<file path="src/rtl/mux2_rr_arbiter_if.sv">
// Valid/ready bundle for the two requester streams and the shared output stream.
// The master modport is the arbiter's view; the slave modport is the surrounding producers/consumer.
interface mux2_rr_arbiter_if #(
  parameter int DATA_W = 8
);
  logic              s0_valid;
  logic [DATA_W-1:0] s0_data;
  logic              s0_last;
  logic              s0_ready;

  logic              s1_valid;
  logic [DATA_W-1:0] s1_data;
  logic              s1_last;
  logic              s1_ready;

  logic              m_valid;
  logic [DATA_W-1:0] m_data;
  logic              m_last;
  logic              m_ready;

  modport master (
    input  s0_valid, s0_data, s0_last,
    input  s1_valid, s1_data, s1_last,
    input  m_ready,
    output s0_ready, s1_ready,
    output m_valid, m_data, m_last
  );

  modport slave (
    output s0_valid, s0_data, s0_last,
    output s1_valid, s1_data, s1_last,
    output m_ready,
    input  s0_ready, s1_ready,
    input  m_valid, m_data, m_last
  );
endinterface

</file>
<file path="src/rtl/mux2_rr_arbiter.sv">
// Two-requester round-robin packet arbiter steering a shared 2:1 mux onto one output stream.
// A grant is held until the last beat transfers; priority then passes to the other requester.
module mux2_rr_arbiter #(
  parameter int DATA_W = 8,
  parameter int CNT_W  = 16
) (
  input  logic                 clk,
  input  logic                 rst,
  mux2_rr_arbiter_if.master    bus,
  output logic                 sel,
  output logic                 busy,
  output logic [CNT_W-1:0]     pkt_cnt
);

  typedef enum logic [1:0] {
    IDLE   = 2'd0,
    GRANT0 = 2'd1,
    GRANT1 = 2'd2
  } state_t;

  state_t            state;
  logic              prio;
  logic [DATA_W-1:0] mux_data;

  // On a tie in IDLE, prio picks the winner; sel and busy are registered alongside the state.
  always_ff @(posedge clk) begin
    if (rst) begin
      state   <= IDLE;
      prio    <= 1'b0;
      sel     <= 1'b0;
      busy    <= 1'b0;
      pkt_cnt <= '0;
    end else begin
      case (state)
        IDLE: begin
          if (bus.s0_valid && (!bus.s1_valid || !prio)) begin
            state <= GRANT0;
            sel   <= 1'b0;
            busy  <= 1'b1;
          end else if (bus.s1_valid) begin
            state <= GRANT1;
            sel   <= 1'b1;
            busy  <= 1'b1;
          end
        end
        GRANT0: begin
          if (bus.s0_valid && bus.m_ready && bus.s0_last) begin
            state   <= IDLE;
            prio    <= 1'b1;
            busy    <= 1'b0;
            pkt_cnt <= pkt_cnt + CNT_W'(1);
          end
        end
        GRANT1: begin
          if (bus.s1_valid && bus.m_ready && bus.s1_last) begin
            state   <= IDLE;
            prio    <= 1'b0;
            busy    <= 1'b0;
            pkt_cnt <= pkt_cnt + CNT_W'(1);
          end
        end
        default: begin
          state <= IDLE;
          busy  <= 1'b0;
        end
      endcase
    end
  end

  // Zero-latency data path: the mux always follows sel, handshakes are gated by the grant.
  always_comb begin
    mux_data     = sel ? bus.s1_data : bus.s0_data;
    bus.m_data   = mux_data;
    bus.m_last   = sel ? bus.s1_last : bus.s0_last;
    bus.m_valid  = 1'b0;
    bus.s0_ready = 1'b0;
    bus.s1_ready = 1'b0;
    case (state)
      GRANT0: begin
        bus.m_valid  = bus.s0_valid;
        bus.s0_ready = bus.m_ready;
      end
      GRANT1: begin
        bus.m_valid  = bus.s1_valid;
        bus.s1_ready = bus.m_ready;
      end
      default: begin
      end
    endcase
  end

endmodule

</file>
<file path="src/flat_wrapper.sv">
// flat-port wrapper written by rule: the top's interface ports become plain ports
module mux2_rr_arbiter_flat 
#(
  parameter int DATA_W = 8,
  parameter int CNT_W  = 16
)
  (clk, rst, sel, busy, pkt_cnt, bus_s0_valid, bus_s0_data, bus_s0_last, bus_s1_valid, bus_s1_data, bus_s1_last, bus_m_ready, bus_s0_ready, bus_s1_ready, bus_m_valid, bus_m_data, bus_m_last);
  mux2_rr_arbiter_if #(.DATA_W(DATA_W)) bus_i ();
  input  logic clk;
  input  logic rst;
  output logic sel;
  output logic busy;
  output logic [CNT_W-1:0] pkt_cnt;
  input wire logic [$bits(bus_i.s0_valid)-1:0] bus_s0_valid;
  input wire logic [$bits(bus_i.s0_data)-1:0] bus_s0_data;
  input wire logic [$bits(bus_i.s0_last)-1:0] bus_s0_last;
  input wire logic [$bits(bus_i.s1_valid)-1:0] bus_s1_valid;
  input wire logic [$bits(bus_i.s1_data)-1:0] bus_s1_data;
  input wire logic [$bits(bus_i.s1_last)-1:0] bus_s1_last;
  input wire logic [$bits(bus_i.m_ready)-1:0] bus_m_ready;
  output wire logic [$bits(bus_i.s0_ready)-1:0] bus_s0_ready;
  output wire logic [$bits(bus_i.s1_ready)-1:0] bus_s1_ready;
  output wire logic [$bits(bus_i.m_valid)-1:0] bus_m_valid;
  output wire logic [$bits(bus_i.m_data)-1:0] bus_m_data;
  output wire logic [$bits(bus_i.m_last)-1:0] bus_m_last;
  assign bus_i.s0_valid = bus_s0_valid;
  assign bus_i.s0_data = bus_s0_data;
  assign bus_i.s0_last = bus_s0_last;
  assign bus_i.s1_valid = bus_s1_valid;
  assign bus_i.s1_data = bus_s1_data;
  assign bus_i.s1_last = bus_s1_last;
  assign bus_i.m_ready = bus_m_ready;
  assign bus_s0_ready = bus_i.s0_ready;
  assign bus_s1_ready = bus_i.s1_ready;
  assign bus_m_valid = bus_i.m_valid;
  assign bus_m_data = bus_i.m_data;
  assign bus_m_last = bus_i.m_last;
  mux2_rr_arbiter #(.DATA_W(DATA_W), .CNT_W(CNT_W)) u_core (.clk(clk), .rst(rst), .bus(bus_i), .sel(sel), .busy(busy), .pkt_cnt(pkt_cnt));
endmodule
</file>
<file path="config.mk">
export PLATFORM = sky130hd
export DESIGN_NAME = mux2_rr_arbiter_flat
export DESIGN_NICKNAME = d
export VERILOG_FILES = /design/src/rtl/mux2_rr_arbiter_if.sv /design/src/rtl/mux2_rr_arbiter.sv /design/src/flat_wrapper.sv
export SDC_FILE = /design/constraint.sdc
export NUM_CORES = 1
export LEC_CHECK = 0
export ABC_CLOCK_PERIOD_IN_PS = 2350
export BUFFER_PORTS_ARGS = -buffer_cell sky130_fd_sc_hd__buf_2
export CAP_MARGIN = 15
export CORE_MARGIN = 2
export CORE_UTILIZATION = 28
export DETAILED_ROUTE_END_ITERATION = 8
export SLEW_MARGIN = 40
export SYNTH_ARGS = -nofsm -noshare
export SYNTH_HDL_FRONTEND = slang
export SYNTH_SLANG_ARGS = --single-unit
</file>
<file path="constraint.sdc">
create_clock -name clk -period 2.35 [get_ports clk]
set_input_delay 0.3525 -clock clk [delete_from_list [all_inputs] [get_ports clk]]
set_output_delay 0.3525 -clock clk [all_outputs]
set_load 0.02 [all_outputs]
</file>
# Word-level counts from Yosys, hierarchy flattened
# Cells that the tools add are included.
dict set report totals {
  register_bits 21
  ram_bits 0
  inputBits 23
  rom_bits 0
  latchBits 0
  output_inout_bits 30
  wordCells 46
  n_memories 0
}
dict set report classes {
  n_addsub 1
  n_reduce_logical 14
  n_div 0
  eq_ne 5
  mul 0
  n_lt_le_gt_ge 0
  n_bitwise 0
  mux 21
  n_shift 0
}
# operator count
set ops {}
lappend ops {{$mux W16} 2}
lappend ops {{$pmux W16 S2} 1}
lappend ops {{$add A16 B1 Y16 const B} 1}
lappend ops {{$mux W1} 9}
lappend ops {{$mux W2} 4}
lappend ops {{$mux W8} 1}
lappend ops {{$pmux W2 S3} 1}
lappend ops {{$reduce_and A3 Y1} 2}
lappend ops {{$logic_and A1 B1 Y1} 5}
lappend ops {{$ne A2 B1 Y1 const B} 2}
lappend ops {{$pmux W1 S2} 2}
lappend ops {{$reduce_bool A2 Y1} 2}
lappend ops {{$ne A3 B2 Y1 const B} 1}
lappend ops {{$pmux W1 S3} 1}
lappend ops {{$eq A2 B1 Y1 const B} 1}
lappend ops {{$eq A2 B2 Y1 const B} 1}
lappend ops {{$logic_not A1 Y1} 2}
lappend ops {{$logic_not A2 Y1} 1}
lappend ops {{$reduce_and A2 Y1} 1}
lappend ops {{$logic_or A1 B1 Y1} 1}

# Depth between registers and ports, before layout
dict set report logic_depth {
  ltp_word 5
  depth_mapped 7
  depth_no_buf 6
}

# Worst setup path before layout
# Ideal clock, no wire load.
dict set report synth_timing {
  path_kind {register to register}
  start {reg u_core.state[0]}
  end {reg u_core.pkt_cnt[15]}
  stages_incl_launch_ff 7
  t_arrival_ps 1678
  path_buffers 0
  path_slack_ps 551
  t_required_ps 2229
  synth_period_minus_slack_ps 1799
  path_cell_list {dfxtp_1 -> inv_1 -> ha_1 -> and2b_1 -> o211ai_2 -> nor4_1 -> mux2_2}
}
dict set report synth_via {
  elab_chain_cells 3
  elab_cells_between_ends 7
  classes_between {eq/ne (4); mux (1); reduce/logical (2)}
}
# element line_no
set synth_rtl {}
lappend synth_rtl {{start: declaration} mux2_rr_arbiter.sv:21} ;# state_t state;
lappend synth_rtl {{start signal: assignment} mux2_rr_arbiter.sv:28} ;# state <= IDLE;
lappend synth_rtl {{start signal: assignment} mux2_rr_arbiter.sv:37} ;# state <= GRANT0;
lappend synth_rtl {{start signal: assignment} mux2_rr_arbiter.sv:41} ;# state <= GRANT1;
lappend synth_rtl {{$eq A2 B2 Y1 or $eq A2 B1 Y1 (tied branches)} mux2_rr_arbiter.sv:34} ;# case (state)
lappend synth_rtl {{$ne A2 B1 Y1 (no line) or $reduce_bool A2 Y1 (tied branches)} -}
lappend synth_rtl {{$reduce_and A3 Y1 (no line)} -}
lappend synth_rtl {{end signal: assignment} mux2_rr_arbiter.sv:51} ;# pkt_cnt <= pkt_cnt + CNT_W'(1);
lappend synth_rtl {{end signal: assignment} mux2_rr_arbiter.sv:59} ;# pkt_cnt <= pkt_cnt + CNT_W'(1);
lappend synth_rtl {{end: declaration} mux2_rr_arbiter.sv:12} ;# output logic [CNT_W-1:0] pkt_cnt
# Parallel ways exist; a longest one is shown, timed or not.
# A chain may end at the register's enable or synchronous reset.

# Worst setup path after layout
# Same ends and word-level chain as after synthesis.

==> out/results.txt <==
overall power - 834.6 uW
Slew Viols, Final - 0
die height - 70.04 um
initial cell density of the core - 0.2864
GP Congestion - 0.7478
Avg Cell Area, Syn - 8.979 um^2
Clock Latency Late Sink - 0.26 ns
YS warnings - 0
kind of critical path - register to register
Post-DP Area - 1541 um^2
CTS buffer count - 3
Slew HR - 0.6470
number of synthesized register bits - 21
Routed WL - 2.997 mm
total congestion overflow - 0
Finished Cell Area - 1588 um^2
clock slew at reported path FFs - 0.08 ns
die area - 4906 um^2
commonest cells after routing, fill and taps aside - 52 x buf_2, 21 x dfxtp_1, 13 x a21oi_1, 12 x mux2_2, 10 x inv_1
final setup fails - 0
syn nets - 163
HP Class - register to register
total I/O pin count - 53
number of port buffers - 52
Routed Antenna Nets - 0
maxcap violations - 0
RSZ-0062 raised after global routing - no
CTS tree - done
final-layout fill cell count - 455
First-pass DRT Iterations - 4
first-pass GRT wire length - 4.712 mm
DRC viols - 0
dpl cells - 237
Finished Layout Cells - 241
setup TNS - 0 ns
clk sink count - 21
fin crit period - 2.061 ns
initial antenna violation count - 0
crit path capture type - register
share of the synthesized area in the top cell type - 0.3443
Worst-Margin Slew - 0.5280 ns
n_diodes - 0
Hold Fails Final Rpt - 0
Rows - 24
Crit Path Max Fanout - 14
Area growth syn-to-layout - 30.02%
status - finished clean
register area share after synthesis - 0.3443
Final nets - 217
vias in the first global route - 1067
Gate Count Post-Synth - 136
critical path startpoint category - register
Worst EP required - 2.51 ns
Post CTS Setup Buffer Count - 0
pwr/cell area - 525.6 nW/um^2
post-CTS sizing - 0
final core utilization - 0.3724
synthesized area - 1221 um^2
Starting DRT DRC Count - 61
commonest non-fill, non-tap cell in the layout - buf_2
share of layout cells above drive strength 1 - 0.4127
Tcrit/Tclk final - 0.8772
root buffer cell - clkbuf_8
dpl hpwl - 2.270 mm
Die X - 70.04 um
DR WL/cell - 12.44 um
Arr. time, crit path - 2.22 ns
largest net degree at the start of global routing - 27
Via Count - 1246
CTS Hold Bufs - 0
Core ar. - 4264 um^2
H-tree depth - 1
CTS max path bufs - 2
Fmax - 0.4851 GHz
static leakage - 0.0006608 uW
top cells by area, synth - dfxtp_1 34%, mux2_2 11%, a21oi_1 5.3%
Tot GR Track Use - 0.1156
Max IR drop VDD - 0.0001677 V
Yosys top cell by area - dfxtp_1
drt via density - 5.170
Worst Skew - 0.001212 ns
synth unique cells - 36
==> cell usage after synthesis <==
library cell,count
or4_1,6
xor2_1,1
a221oi_1,2
ha_1,4
a22oi_1,2
a21bo_2,1
nand3_1,6
and2_1,2
nand2_1,3
dfxtp_1,21
o32ai_1,1
or3_1,5
mux2_2,12
nor2_1,6
nor4_1,3
a22o_1,1
and2b_1,1
a2111o_1,1
nand4_1,2
o211ai_1,1
o31ai_1,8
or3_4,2
nor2b_1,4
o21ai_0,6
buf_2,1
or4_2,1
and3_2,1
clkbuf_1,3
a21oi_1,13
mux2i_1,1
o211ai_2,1
inv_1,10
o211ai_4,1
nand3_2,1
and3_1,1
buf_1,1
==> registers in the layout, summed over array words and instances (netlist names) <==
register	cells
u_core.sel	1
u_core.pkt_cnt	16
u_core.busy	1
u_core.state	2
u_core.prio	1
==> cell type report <==
| class | count | area [um^2] | share of cell area |
|---|---|---|---|
| clock buffers | 3 | 41.29 | 0.02600 |
| clock inverters | 1 | 5.005 | 0.003152 |
| inverters | 10 | 37.54 | 0.02364 |
| multi-input cells | 100 | 743.2 | 0.4681 |
| flip-flops and latches | 21 | 420.4 | 0.2648 |
| well taps | 52 | 65.06 | 0.04098 |
| repair buffers | 54 | 275.3 | 0.1734 |
==> layer usage <==
layer	vias to the layer above	wire [um]	track usage
met4	0	34	0.04274
met2	49	1331	0.1894
met1	568	1394	0.1448
li1	624	-	-
met3	5	238	0.03175
met5	-	0	0
==> final timing paths <==
path                   startpoint                 end  slack (ns)  cells after the start
setup / recovery  u_core.state[0]  u_core.pkt_cnt[15]        0.29                      6
hold / removal        u_core.busy         u_core.busy        0.47                      2
setup reg to reg  u_core.state[0]  u_core.pkt_cnt[15]        0.29                      6
hold reg to reg       u_core.busy         u_core.busy        0.47                      2
==> stage by stage <==
stage          setup slack (ns)  hold slack (ns)
2_1_floorplan            0.5509           0.4612
3_3_place_gp             0.3532           0.4649
3_5_place_dp             0.2869           0.4592
4_1_cts                  0.2833           0.4635
5_1_grt                  0.1369           0.4889
6_report                 0.2887           0.4710
==> power breakdown <==
part / internal [uW] / switching (uW) / total [uW] / leakage (uW)
combinational: 87.4 / 119 / 206 / 0.000465
clock: 118 / 125 / 243 / 0.0000255
sequential: 370 / 15.2 / 386 / 0.000170
==> cells by family (layout without fill, tap and decap cells) <==
| group | count (synthesis) | count (layout) | share of synthesized area |
|---|---|---|---|
| fa+ha+maj | 4 | 4 | 0.04099 |
| flops | 21 | 21 | 0.3443 |
| compound gates | 38 | 38 | 0.2193 |
| mux | 13 | 13 | 0.1189 |
| xor+xnor | 1 | 1 | 0.007173 |
| simple gates | 44 | 44 | 0.2223 |
| buf+inv | 15 | 68 | 0.04713 |
==> critical path: stages, from the launching register on <==
cell	delay, ns
dfxtp_1	0.34
inv_1	0.08
ha_1	0.27
and2b_1	0.29
o211ai_2	0.25
nor4_1	0.37
mux2_2	0.36
Power figures use the tool's default switching activity.
